<file path="config.mk">
export PLATFORM = sky130hd
export DESIGN_NAME = arcade_input_cond
export DESIGN_NICKNAME = d
export VERILOG_FILES = /design/src/rtl/arcade_input_cond.sv
export SDC_FILE = /design/constraint.sdc
export NUM_CORES = 1
export LEC_CHECK = 0
export CORE_MARGIN = 2
export CORE_UTILIZATION = 30
export CTS_BUF_LIST = sky130_fd_sc_hd__clkbuf_16
export CTS_CLUSTER_DIAMETER = 150
export DETAILED_ROUTE_END_ITERATION = 7
export PLACE_DENSITY = 0.56
export SETUP_SLACK_MARGIN = 0.2
export SLEW_MARGIN = 30
export SYNTH_ARGS = -nofsm -noshare
export SYNTH_HDL_FRONTEND = slang
export SYNTH_SLANG_ARGS = --single-unit
</file>
<file path="constraint.sdc">
create_clock -name clk_sys -period 3.25 [get_ports clk_sys]
set_input_delay 0.4875 -clock clk_sys [delete_from_list [all_inputs] [get_ports clk_sys]]
set_output_delay 0.4875 -clock clk_sys [all_outputs]
set_load 0.005 [all_outputs]
</file>
<file path="src/rtl/arcade_input_cond.sv">
// Input conditioning ahead of the in0/in1 packing: merge, rotate, debounce and coin shaping.
// Optional autofire on the fire button is built when ARCADE_INPUT_COND_AUTOFIRE_EN is defined.
module arcade_input_cond #(
  parameter int unsigned DEB_CYCLES      = 4096,
  parameter int unsigned COIN_FRAMES     = 4,
  parameter int unsigned LOCK_FRAMES     = 8,
  parameter int unsigned AUTOFIRE_FRAMES = 3
) (
  input  logic       clk_sys,
  input  logic       reset,
  input  logic       rotate,
  input  logic       vblank,
  input  logic [7:0] kbjoy,
  input  logic [7:0] joystick_0,
  input  logic [7:0] joystick_1,
  output logic       m_up,
  output logic       m_down,
  output logic       m_left,
  output logic       m_right,
  output logic       m_fire,
  output logic       m_start1,
  output logic       m_start2,
  output logic       m_coin,
  output logic       coin_busy
);

  typedef enum logic [1:0] {IDLE, PULSE, LOCKOUT} coinState_e;

  localparam logic [15:0] DEB_LIM  = 16'(DEB_CYCLES);
  localparam logic [7:0]  COIN_LIM = 8'(COIN_FRAMES);
  localparam logic [7:0]  LOCK_LIM = 8'(LOCK_FRAMES);

  // Control bit order: 0 up, 1 down, 2 left, 3 right, 4 fire, 5 start1, 6 start2, 7 coin
  logic [7:0]  joy;
  logic [7:0]  merged_d, merged_q;
  logic [7:0]  deb_d, deb_q;
  logic [15:0] debCnt_d [8];
  logic [15:0] debCnt_q [8];
  logic        vblankDly_q;
  logic        tick;
  logic        coinPrev_q;
  logic        coinRise;
  coinState_e  coinState_d, coinState_q;
  logic [7:0]  coinCnt_d, coinCnt_q;
  logic        unusedJoy;

  assign joy       = joystick_0 | joystick_1;
  assign unusedJoy = ^joy[7:5];
  assign tick      = vblank & ~vblankDly_q;
  assign coinRise  = deb_q[7] & ~coinPrev_q;

  always_comb begin
    merged_d    = 8'd0;
    merged_d[4] = kbjoy[0] | joy[4];
    merged_d[5] = kbjoy[1];
    merged_d[6] = kbjoy[2];
    merged_d[7] = kbjoy[3];
    if (rotate) begin
      merged_d[0] = kbjoy[6] | joy[1];
      merged_d[1] = kbjoy[7] | joy[0];
      merged_d[2] = kbjoy[5] | joy[2];
      merged_d[3] = kbjoy[4] | joy[3];
    end else begin
      merged_d[0] = kbjoy[4] | joy[3];
      merged_d[1] = kbjoy[5] | joy[2];
      merged_d[2] = kbjoy[6] | joy[1];
      merged_d[3] = kbjoy[7] | joy[0];
    end
  end

  // The counter only runs while merged and debounced disagree; any agreeing sample restarts it.
  always_comb begin
    deb_d = deb_q;
    for (int i = 0; i < 8; i++) begin
      debCnt_d[i] = 16'd0;
      if (merged_q[i] != deb_q[i]) begin
        if (debCnt_q[i] + 16'd1 == DEB_LIM) begin
          deb_d[i] = merged_q[i];
        end else begin
          debCnt_d[i] = debCnt_q[i] + 16'd1;
        end
      end
    end
  end

  always_ff @(posedge clk_sys) begin
    if (reset) begin
      merged_q    <= 8'd0;
      deb_q       <= 8'd0;
      vblankDly_q <= 1'b0;
      coinPrev_q  <= 1'b0;
      for (int i = 0; i < 8; i++) debCnt_q[i] <= 16'd0;
    end else begin
      merged_q    <= merged_d;
      deb_q       <= deb_d;
      vblankDly_q <= vblank;
      coinPrev_q  <= deb_q[7];
      for (int i = 0; i < 8; i++) debCnt_q[i] <= debCnt_d[i];
    end
  end

  always_ff @(posedge clk_sys) begin
    if (reset) begin
      coinState_q <= IDLE;
      coinCnt_q   <= 8'd0;
    end else begin
      coinState_q <= coinState_d;
      coinCnt_q   <= coinCnt_d;
    end
  end

  // Coin edges seen outside IDLE are dropped, so a press never queues a second credit.
  always_comb begin
    coinState_d = coinState_q;
    coinCnt_d   = coinCnt_q;
    case (coinState_q)
      IDLE: begin
        if (coinRise) begin
          coinState_d = PULSE;
          coinCnt_d   = 8'd0;
        end
      end
      PULSE: begin
        if (tick) begin
          if (coinCnt_q + 8'd1 == COIN_LIM) begin
            coinState_d = LOCKOUT;
            coinCnt_d   = 8'd0;
          end else begin
            coinCnt_d = coinCnt_q + 8'd1;
          end
        end
      end
      LOCKOUT: begin
        if (coinCnt_q == LOCK_LIM) begin
          if (!deb_q[7]) coinState_d = IDLE;
        end else if (tick) begin
          coinCnt_d = coinCnt_q + 8'd1;
        end
      end
      default: coinState_d = IDLE;
    endcase
  end

  always_comb begin
    m_coin    = (coinState_q == PULSE);
    coin_busy = (coinState_q != IDLE);
  end

  assign m_up     = deb_q[0];
  assign m_down   = deb_q[1];
  assign m_left   = deb_q[2];
  assign m_right  = deb_q[3];
  assign m_start1 = deb_q[5];
  assign m_start2 = deb_q[6];

`ifdef ARCADE_INPUT_COND_AUTOFIRE_EN
  localparam logic [7:0] AF_LIM = 8'(AUTOFIRE_FRAMES);

  logic       firePhase_d, firePhase_q;
  logic       firePrev_q;
  logic [7:0] afCnt_d, afCnt_q;

  // Release and the first held cycle both re-arm the phase so each press starts firing.
  always_comb begin
    firePhase_d = firePhase_q;
    afCnt_d     = afCnt_q;
    if (!deb_q[4] || !firePrev_q) begin
      firePhase_d = 1'b1;
      afCnt_d     = 8'd0;
    end else if (tick) begin
      if (afCnt_q + 8'd1 == AF_LIM) begin
        firePhase_d = ~firePhase_q;
        afCnt_d     = 8'd0;
      end else begin
        afCnt_d = afCnt_q + 8'd1;
      end
    end
  end

  always_ff @(posedge clk_sys) begin
    if (reset) begin
      firePhase_q <= 1'b1;
      firePrev_q  <= 1'b0;
      afCnt_q     <= 8'd0;
    end else begin
      firePhase_q <= firePhase_d;
      firePrev_q  <= deb_q[4];
      afCnt_q     <= afCnt_d;
    end
  end

  assign m_fire = deb_q[4] & firePhase_q;
`else
  logic [7:0] unusedAf;
  assign unusedAf = 8'(AUTOFIRE_FRAMES);
  assign m_fire   = deb_q[4];
`endif

endmodule

</file>
==> results of run 1 <==
[registers in the layout, indices dropped and copies added (netlist names)]
register     cells
coinCnt_q        8
coinPrev_q       1
coinState_q      2
debCnt_q       128
deb_q            8
merged_q         8
vblankDly_q      1
[worst reg2reg max path: cells and delay by family, from the launching register on]
family	cells	cell delay, ns
and+or+nand+nor	4	1.39
AOI/OAI and AO/OA	2	0.36
adders and majority gates	1	0.32
DFF	1	0.39
[power by group through the flow]
stage	combinational [mW]	sequential (mW)	clock (mW)
after global routing	0.219	1.96	2.28
final	0.194	1.96	2.12
after CTS	0.199	1.96	2.19
after global placement	0.197	2.00	0
after detailed placement	0.198	2.00	0
after floorplan	0.120	2.00	0
[final cells by class]
type | count | area, sq um | area share
clock inverter | 15 | 203.9 | 0.02154
clock buffer | 17 | 425.4 | 0.04492
sequential | 156 | 3123 | 0.3298
tap | 341 | 426.7 | 0.04505
multi-input combinational | 761 | 4810 | 0.5079
timing repair buffer | 37 | 365.4 | 0.03858
inverter | 31 | 116.4 | 0.01229
[logic make-up after synthesis]
logic type / count (synthesis) / synth area share
and+or+nand+nor: 492 / 0.3055
DFF: 156 / 0.3801
xor gates and xnor gates: 130 / 0.1386
AOI/OAI and AO/OA: 106 / 0.09534
buffers and inverters: 64 / 0.03442
adders and majority gates: 18 / 0.02741
muxes: 15 / 0.01858
[worst max path at each step]
stage | start | to | cells after the start
after global routing | debCnt_q[0][16]$_SDFF_PP0_ | debCnt_q[0][22]$_SDFF_PP0_ | 8
after CTS | debCnt_q[0][48]$_SDFF_PP0_ | debCnt_q[0][50]$_SDFF_PP0_ | 7
final | debCnt_q[0][48]$_SDFF_PP0_ | debCnt_q[0][60]$_SDFF_PP0_ | 7
after detailed placement | debCnt_q[0][48]$_SDFF_PP0_ | debCnt_q[0][52]$_SDFF_PP0_ | 7
after floorplan | debCnt_q[0][48]$_SDFF_PP0_ | debCnt_q[0][50]$_SDFF_PP0_ | 8
after global placement | debCnt_q[0][48]$_SDFF_PP0_ | debCnt_q[0][55]$_SDFF_PP0_ | 7
[per-layer routing]
layer	global-route usage	up-vias	part of all wire
met5	0	-	0
met2	0.1854	61	0.45
li1	-	3479	-
met1	0.1572	2984	0.52
met3	0.02449	12	0.021
met4	0.03939	0	0.011
[Yosys cell counts (all sizes together), types with 8 or more instances]
| cell type | instances | share of area |
|---|---|---|
| nand4 | 39 | 0.033 |
| and3 | 21 | 0.016 |
| xnor2 | 67 | 0.071 |
| o21ai | 19 | 0.012 |
| nor2 | 174 | 0.080 |
| nor4 | 23 | 0.020 |
| xor2 | 63 | 0.067 |
| nor2b | 9 | 0.0069 |
| ha | 18 | 0.027 |
| a21oi | 22 | 0.013 |
| nand3 | 56 | 0.036 |
| mux2i | 13 | 0.016 |
| clkbuf | 13 | 0.0061 |
| nand2 | 60 | 0.027 |
| and4 | 12 | 0.013 |
| buf | 20 | 0.014 |
| and2 | 9 | 0.0069 |
| inv | 31 | 0.014 |
| nor3 | 35 | 0.021 |
| a211oi | 8 | 0.0073 |
| nand2b | 28 | 0.021 |
| dfxtp | 156 | 0.38 |
[stage by stage]
stage / utilization / power, mW / std cells / worst slack, ns / cell area [sq um]
2_1_floorplan: - / 2.116 / 981 / 0.8526 / 8215
3_3_place_gp: 0.3280 / 2.199 / 1326 / 0.6880 / 8841
3_5_place_dp: 0.3280 / 2.201 / 1326 / 0.6760 / 8841
4_1_cts: 0.3514 / 4.354 / 1358 / 0.6660 / 9470
5_1_grt: 0.3514 / 4.459 / 1358 / 0.4278 / 9470
6_report: 0.3514 / 4.277 / 1358 / 0.6835 / 9470
==> results.sh, run 1 <==
export IMPL_run_status="complete, no violations"
export IMPL_path_cells="ha_1 -> and3_1 -> or4_1 -> o311ai_1 -> or4b_4 -> o21bai_4 -> nor2_1"
export IMPL_grt_max_degree=37
export IMPL_fp_dieArea_sq_mm=0.02872
export IMPL_maxSlewViolCount=0
export IMPL_cts_root_to_sink_buffers=2
export IMPL_reg2reg_slack_ns=0.68
export IMPL_timing_clock_skew_ns=0.01137
export IMPL_clock_power_share=0.496
export IMPL_cts_buffers=17
export IMPL_synth_top_flop_cell="sky130_fd_sc_hd__dfxtp_1"
export IMPL_final_layout_size_suffix_gt1_frac=0.05605
export IMPL_cts_tree="done"
export IMPL_syn_instance_count=981
export IMPL_cellPowerDensity_mw_per_mm2=451.6
export IMPL_min_delay_path_depth=1
export IMPL_leakage_component_of_the_power_nw=3.220
export IMPL_worst_endpoint_arrival_ns=2.86
export IMPL_design_portCount=37
export IMPL_crit_slowest_cell="sky130_fd_sc_hd__or4b_4"
export IMPL_fin_tns_setup_ns=0
export IMPL_die_y_microns=169.5
export IMPL_number_of_sinks_handled_by_clock_tree_synthesis=156
export IMPL_most_common_layout_cells="sky130_fd_sc_hd__nor2_1 (173), sky130_fd_sc_hd__dfxtp_1 (156), sky130_fd_sc_hd__xnor2_1 (67), sky130_fd_sc_hd__xor2_1 (63), sky130_fd_sc_hd__nand2_1 (60)"
export IMPL_achievable_frequency_mhz=389.6
export IMPL_critPathMaxFanout=10
export IMPL_worst_setup_path_start_kind="register"
export IMPL_diodes=0
export IMPL_synthesis_area_per_instance_sq_um=8.374
export IMPL_final_setup_viol_count=0
export IMPL_mappedNetlistArea_sq_mm=0.008215
export IMPL_grt_use_total=0.1166
export IMPL_path_class="register to register"
export IMPL_largest_voltage_drop_on_the_vdd_net_uv=374.7
export IMPL_synth_fp_nets=1027
export IMPL_internal_power_mw=3.377
export IMPL_holdBufCountCts=0
export IMPL_route_final_wire_length_microns=15720
export IMPL_r2r_cells=7
export IMPL_cts_htree_levels=4
export IMPL_timing_final_hold_violations=0
export IMPL_switchingPower_uw=900.3
export IMPL_final_min_clock_period_ns=2.567
export IMPL_power_combinational_fraction=0.045
export IMPL_endpoint_kind="register"
export IMPL_synth_edff_count=0
export IMPL_r2r_end="debCnt_q[0][60]$_SDFF_PP0_"
export IMPL_crit_family="simple AND/OR/NAND/NOR gates"
export IMPL_cts_resized=0
export IMPL_regToRegStartpoint="debCnt_q[0][48]$_SDFF_PP0_"
export IMPL_drv_cap=0
export IMPL_worst_stage_delay_on_the_critical_path_ns=0.52
export IMPL_grt_overflow=0
export IMPL_cp_required_ns=3.55
export IMPL_drt_pre_antenna_iters=5
export IMPL_layout_nets=1050
export IMPL_relSlewSlack=0.4186
export IMPL_route_detailed_drc=0
export IMPL_final_antenna_net_count=0
export IMPL_clk_pin_slew_worst_paths_ns=0.06
export IMPL_power_sequential_fraction=0.458
export IMPL_post_drt_via_cell_ratio=4.813
export IMPL_power_switching_fraction=0.2105
export IMPL_synth_warnings=0
export IMPL_wire_length_of_the_first_global_routing_pass_microns=28210
export IMPL_synth_lib_cells_used_distinct=77
export IMPL_die_x_extent_microns=169.5
export IMPL_buffer_ports_inserted=30
export IMPL_min_to="debCnt_q[1][48]$_SDFF_PP0_"
export IMPL_post_drt_wl_per_cell_microns=11.57
export IMPL_area_growth_synth_to_final_pct=15.28
export IMPL_place_congestion=0.7817
export IMPL_number_of_setup_buffers_added_after_cts=0
export IMPL_ys_async_sr_fraction=0
export IMPL_num_rows=60
export IMPL_yosys_register_bits=156
export IMPL_max_slew_worst_pin_slew_ns=0.8641
export IMPL_hpwl_dp_microns=11060
export IMPL_timing_critical_path_buf_inv=0
export IMPL_classification_of_the_worst_slack_hold_path="register to register"
export IMPL_yosysSeqAreaShare=0.3801
export IMPL_clock_insertion_delay_worst_skew_ns=0.42
export IMPL_rsz0062_at_grt="no"
export IMPL_num_fill_cells=2738
export IMPL_hp_start="debCnt_q[1][48]$_SDFF_PP0_"
export IMPL_worst_hold_slack_ns=0.4607
export IMPL_most_common_library_cell_in_the_layout_ignoring_fill_and_taps="sky130_fd_sc_hd__nor2_1"
export IMPL_initial_core_util=0.3048
export IMPL_core_sq_mm=0.02695
export IMPL_dr_first_iter_drc_count=386
export IMPL_vias=6536
export IMPL_finalCritPeriodShare=0.7897
export IMPL_grt_antenna_before_repair=0
export IMPL_grt_pass1_vias=6013
export IMPL_cts_root_buffer_cell="sky130_fd_sc_hd__clkbuf_16"
Power figures use the tool's default switching activity.
==> run 2: changes to the inputs <==
--- a/config.mk
+++ b/config.mk
@@ -10,7 +10,7 @@
 export CTS_BUF_LIST = sky130_fd_sc_hd__clkbuf_16
 export CTS_CLUSTER_DIAMETER = 150
 export DETAILED_ROUTE_END_ITERATION = 7
-export PLACE_DENSITY = 0.56
+export PLACE_DENSITY = 0.58
 export SETUP_SLACK_MARGIN = 0.2
 export SLEW_MARGIN = 30
 export SYNTH_ARGS = -nofsm -noshare
==> constraint.sdc (replaced) <==
create_clock -name clk_sys -period 2.3 [get_ports clk_sys]
set_input_delay 0.345 -clock clk_sys [delete_from_list [all_inputs] [get_ports clk_sys]]
set_output_delay 0.345 -clock clk_sys [all_outputs]
set_load 0.005 [all_outputs]
==> run 2 against run 1 <==
  * Critical path type unchanged
  * Cell area up 10%
  * Count of clock-buffer cells in the layout unchanged
  * Sequential share of layout area down 2.3 points
  * Die area did not move
  * Power grew 36%
  * Largest power group is now registers
  * Maximum frequency up 16%
  * Sequential power up 41%
  * Routed wire length increased by 7.8%
  * Critical path depth is 1 higher
  * Cell count up 5.2%
  * First-iteration DRC count shrank 33%
==> results.sh, run 2 (same netlist as run 1, synthesis figures left out) <==
export IMPL_cellPowerDensity_mw_per_mm2=555.6
export IMPL_worst_stage_delay_on_the_critical_path_ns=0.53
export IMPL_design_portCount=37
export IMPL_multi_input_area_sq_mm=0.005202
export IMPL_place_congestion=0.8319
export IMPL_area_growth_synth_to_final_pct=27.22
export IMPL_cts_root_to_sink_buffers=2
export IMPL_grt_use_total=0.1205
export IMPL_fp_dieArea_sq_mm=0.02872
export IMPL_reg2reg_slack_ns=0.09
export IMPL_clk_pin_slew_worst_paths_ns=0.06
export IMPL_number_of_sinks_handled_by_clock_tree_synthesis=156
export IMPL_core_sq_mm=0.02695
export IMPL_post_drt_via_cell_ratio=4.865
export IMPL_vias=6952
export IMPL_grt_pass1_vias=6403
export IMPL_die_y_microns=169.5
export IMPL_finalCritPeriodShare=0.9590
export IMPL_leakage_component_of_the_power_nw=3.658
export IMPL_cts_root_buffer_cell="sky130_fd_sc_hd__clkbuf_16"
export IMPL_cts_buffers=17
export IMPL_max_slew_worst_pin_slew_ns=0.5525
export IMPL_top_register="debCnt_q"
export IMPL_timing_final_hold_violations=0
export IMPL_cts_tree="done"
export IMPL_most_common_layout_cells="sky130_fd_sc_hd__nor2_1 (167), sky130_fd_sc_hd__dfxtp_1 (109), sky130_fd_sc_hd__buf_4 (70), sky130_fd_sc_hd__xnor2_1 (67), sky130_fd_sc_hd__xor2_1 (63)"
export IMPL_drv_cap=0
export IMPL_die_x_extent_microns=169.5
export IMPL_crit_slowest_cell="sky130_fd_sc_hd__or4b_4"
export IMPL_post_drt_wl_per_cell_microns=11.85
export IMPL_rsz0062_at_grt="yes"
export IMPL_most_common_library_cell_in_the_layout_ignoring_fill_and_taps="sky130_fd_sc_hd__nor2_1"
export IMPL_buffer_ports_inserted=30
export IMPL_endpoint_kind="register"
export IMPL_fin_tns_setup_ns=0
export IMPL_placed_area_sq_mm=0.009258
export IMPL_route_final_wire_length_microns=16940
export IMPL_final_antenna_net_count=0
export IMPL_wire_length_of_the_first_global_routing_pass_microns=28880
export IMPL_route_detailed_drc=0
export IMPL_timing_clock_skew_ns=0.01093
export IMPL_diodes=0
export IMPL_area_used_by_sequential_logic_in_the_layout_sq_mm=0.003207
export IMPL_clock_insertion_delay_worst_skew_ns=0.43
export IMPL_grt_max_degree=26
export IMPL_holdBufCountCts=0
export IMPL_largest_register_ffs=128
export IMPL_worst_setup_path_start_kind="register"
export IMPL_layout_nets=1121
export IMPL_path_class="register to register"
export IMPL_finish_utilization=0.3878
export IMPL_initial_core_util=0.3048
export IMPL_final_layout_size_suffix_gt1_frac=0.2151
export IMPL_num_fill_cells=2644
export IMPL_final_min_clock_period_ns=2.206
export IMPL_run_status="complete, no violations"
export IMPL_final_setup_viol_count=0
export IMPL_grt_antenna_before_repair=0
export IMPL_relSlewSlack=0.6317
export IMPL_path_cells="ha_4 -> nand3_4 -> or4_4 -> o311ai_4 -> or4b_4 -> o21bai_4 -> buf_12 -> nor2_1"
export IMPL_achievable_frequency_mhz=453.4
export IMPL_grt_overflow=0
export IMPL_dr_first_iter_drc_count=258
export IMPL_post_route_cell_area_sq_mm=0.01045
export IMPL_largest_voltage_drop_on_the_vdd_net_uv=397.0
export IMPL_worst_endpoint_arrival_ns=2.51
export IMPL_hpwl_dp_microns=11550
export IMPL_maxSlewViolCount=0
export IMPL_cp_required_ns=2.60
export IMPL_critPathMaxFanout=10
export IMPL_num_rows=60
export IMPL_classification_of_the_worst_slack_hold_path="input pin to register"
export IMPL_cts_htree_levels=4
export IMPL_drt_pre_antenna_iters=4
## run 2: metrics by stage
stage	setup WS (ns)	hold WS [ns]	std cells	power [mW]
2_1_floorplan	0.1178	0.4263	981	2.994
3_3_place_gp	0.03733	0.4398	1373	3.118
3_5_place_dp	0.01299	0.4480	1373	3.121
4_1_cts	0.1244	0.4207	1411	5.900
5_1_grt	0.01299	0.4543	1429	6.067
6_report	0.09428	0.4081	1429	5.807
## run 2: timing repair
item                                    4_1_cts  5_1_grt
gates resized for setup                      25      104
cloned                                        0        2
setup buffers                                 6       16
endpoints found under the setup margin       49       85
pin swaps                                     5       23
## run 2: path summary, 6_finish.rpt
check,start,to,cells after the start
setup reg to reg,debCnt_q[0][49]$_SDFF_PP0_,debCnt_q[0][54]$_SDFF_PP0_,8
hold reg to reg,debCnt_q[0][0]$_SDFF_PP0_,debCnt_q[0][0]$_SDFF_PP0_,1
setup / recovery,debCnt_q[0][49]$_SDFF_PP0_,debCnt_q[0][54]$_SDFF_PP0_,8
hold / removal,reset,merged_q[4]$_SDFF_PP0_,2
## run 2: critical path: cells and delay by family, from the launching register on
kind,cells,cell delay (ns)
buf+inv,1,0.14
flops,1,0.40
simple gates,4,1.14
compound gates,2,0.24
fa+ha+maj,1,0.16
## run 2: cell type report
type,count,share of cell area
clock inverter,15,0.01473
sequential,156,0.3068
timing repair buffer,108,0.08799
inverter,31,0.01113
tap,341,0.04082
clock buffer,17,0.04070
multi-input combinational,761,0.4978
## run 2: metal layers
metal	GRT usage	up-vias	share of wire	wire length, microns
li1	-	3622	-	-
met1	0.1521	3223	0.49	8321
met2	0.2018	75	0.46	7838
met3	0.02215	32	0.025	428
met4	0.05091	0	0.021	349
met5	0	-	0	0
## run 2: power breakdown
| group | total [mW] | leakage (nW) | internal [mW] | switching, mW |
|---|---|---|---|---|
| Combinational | 0.318 | 2.09 | 0.161 | 0.157 |
| Clock | 2.73 | 0.284 | 1.53 | 1.20 |
| Sequential | 2.76 | 1.29 | 2.72 | 0.0331 |
==> run 3: changes to the inputs <==
--- a/config.mk
+++ b/config.mk
@@ -9,6 +9,7 @@
 export CORE_UTILIZATION = 30
 export CTS_BUF_LIST = sky130_fd_sc_hd__clkbuf_16
 export CTS_CLUSTER_DIAMETER = 150
+export CTS_CLUSTER_SIZE = 25
 export DETAILED_ROUTE_END_ITERATION = 7
 export PLACE_DENSITY = 0.58
 export SETUP_SLACK_MARGIN = 0.2
==> results of run 3 <==
The final DEF is identical to that of run 2; final timing and power are the same.
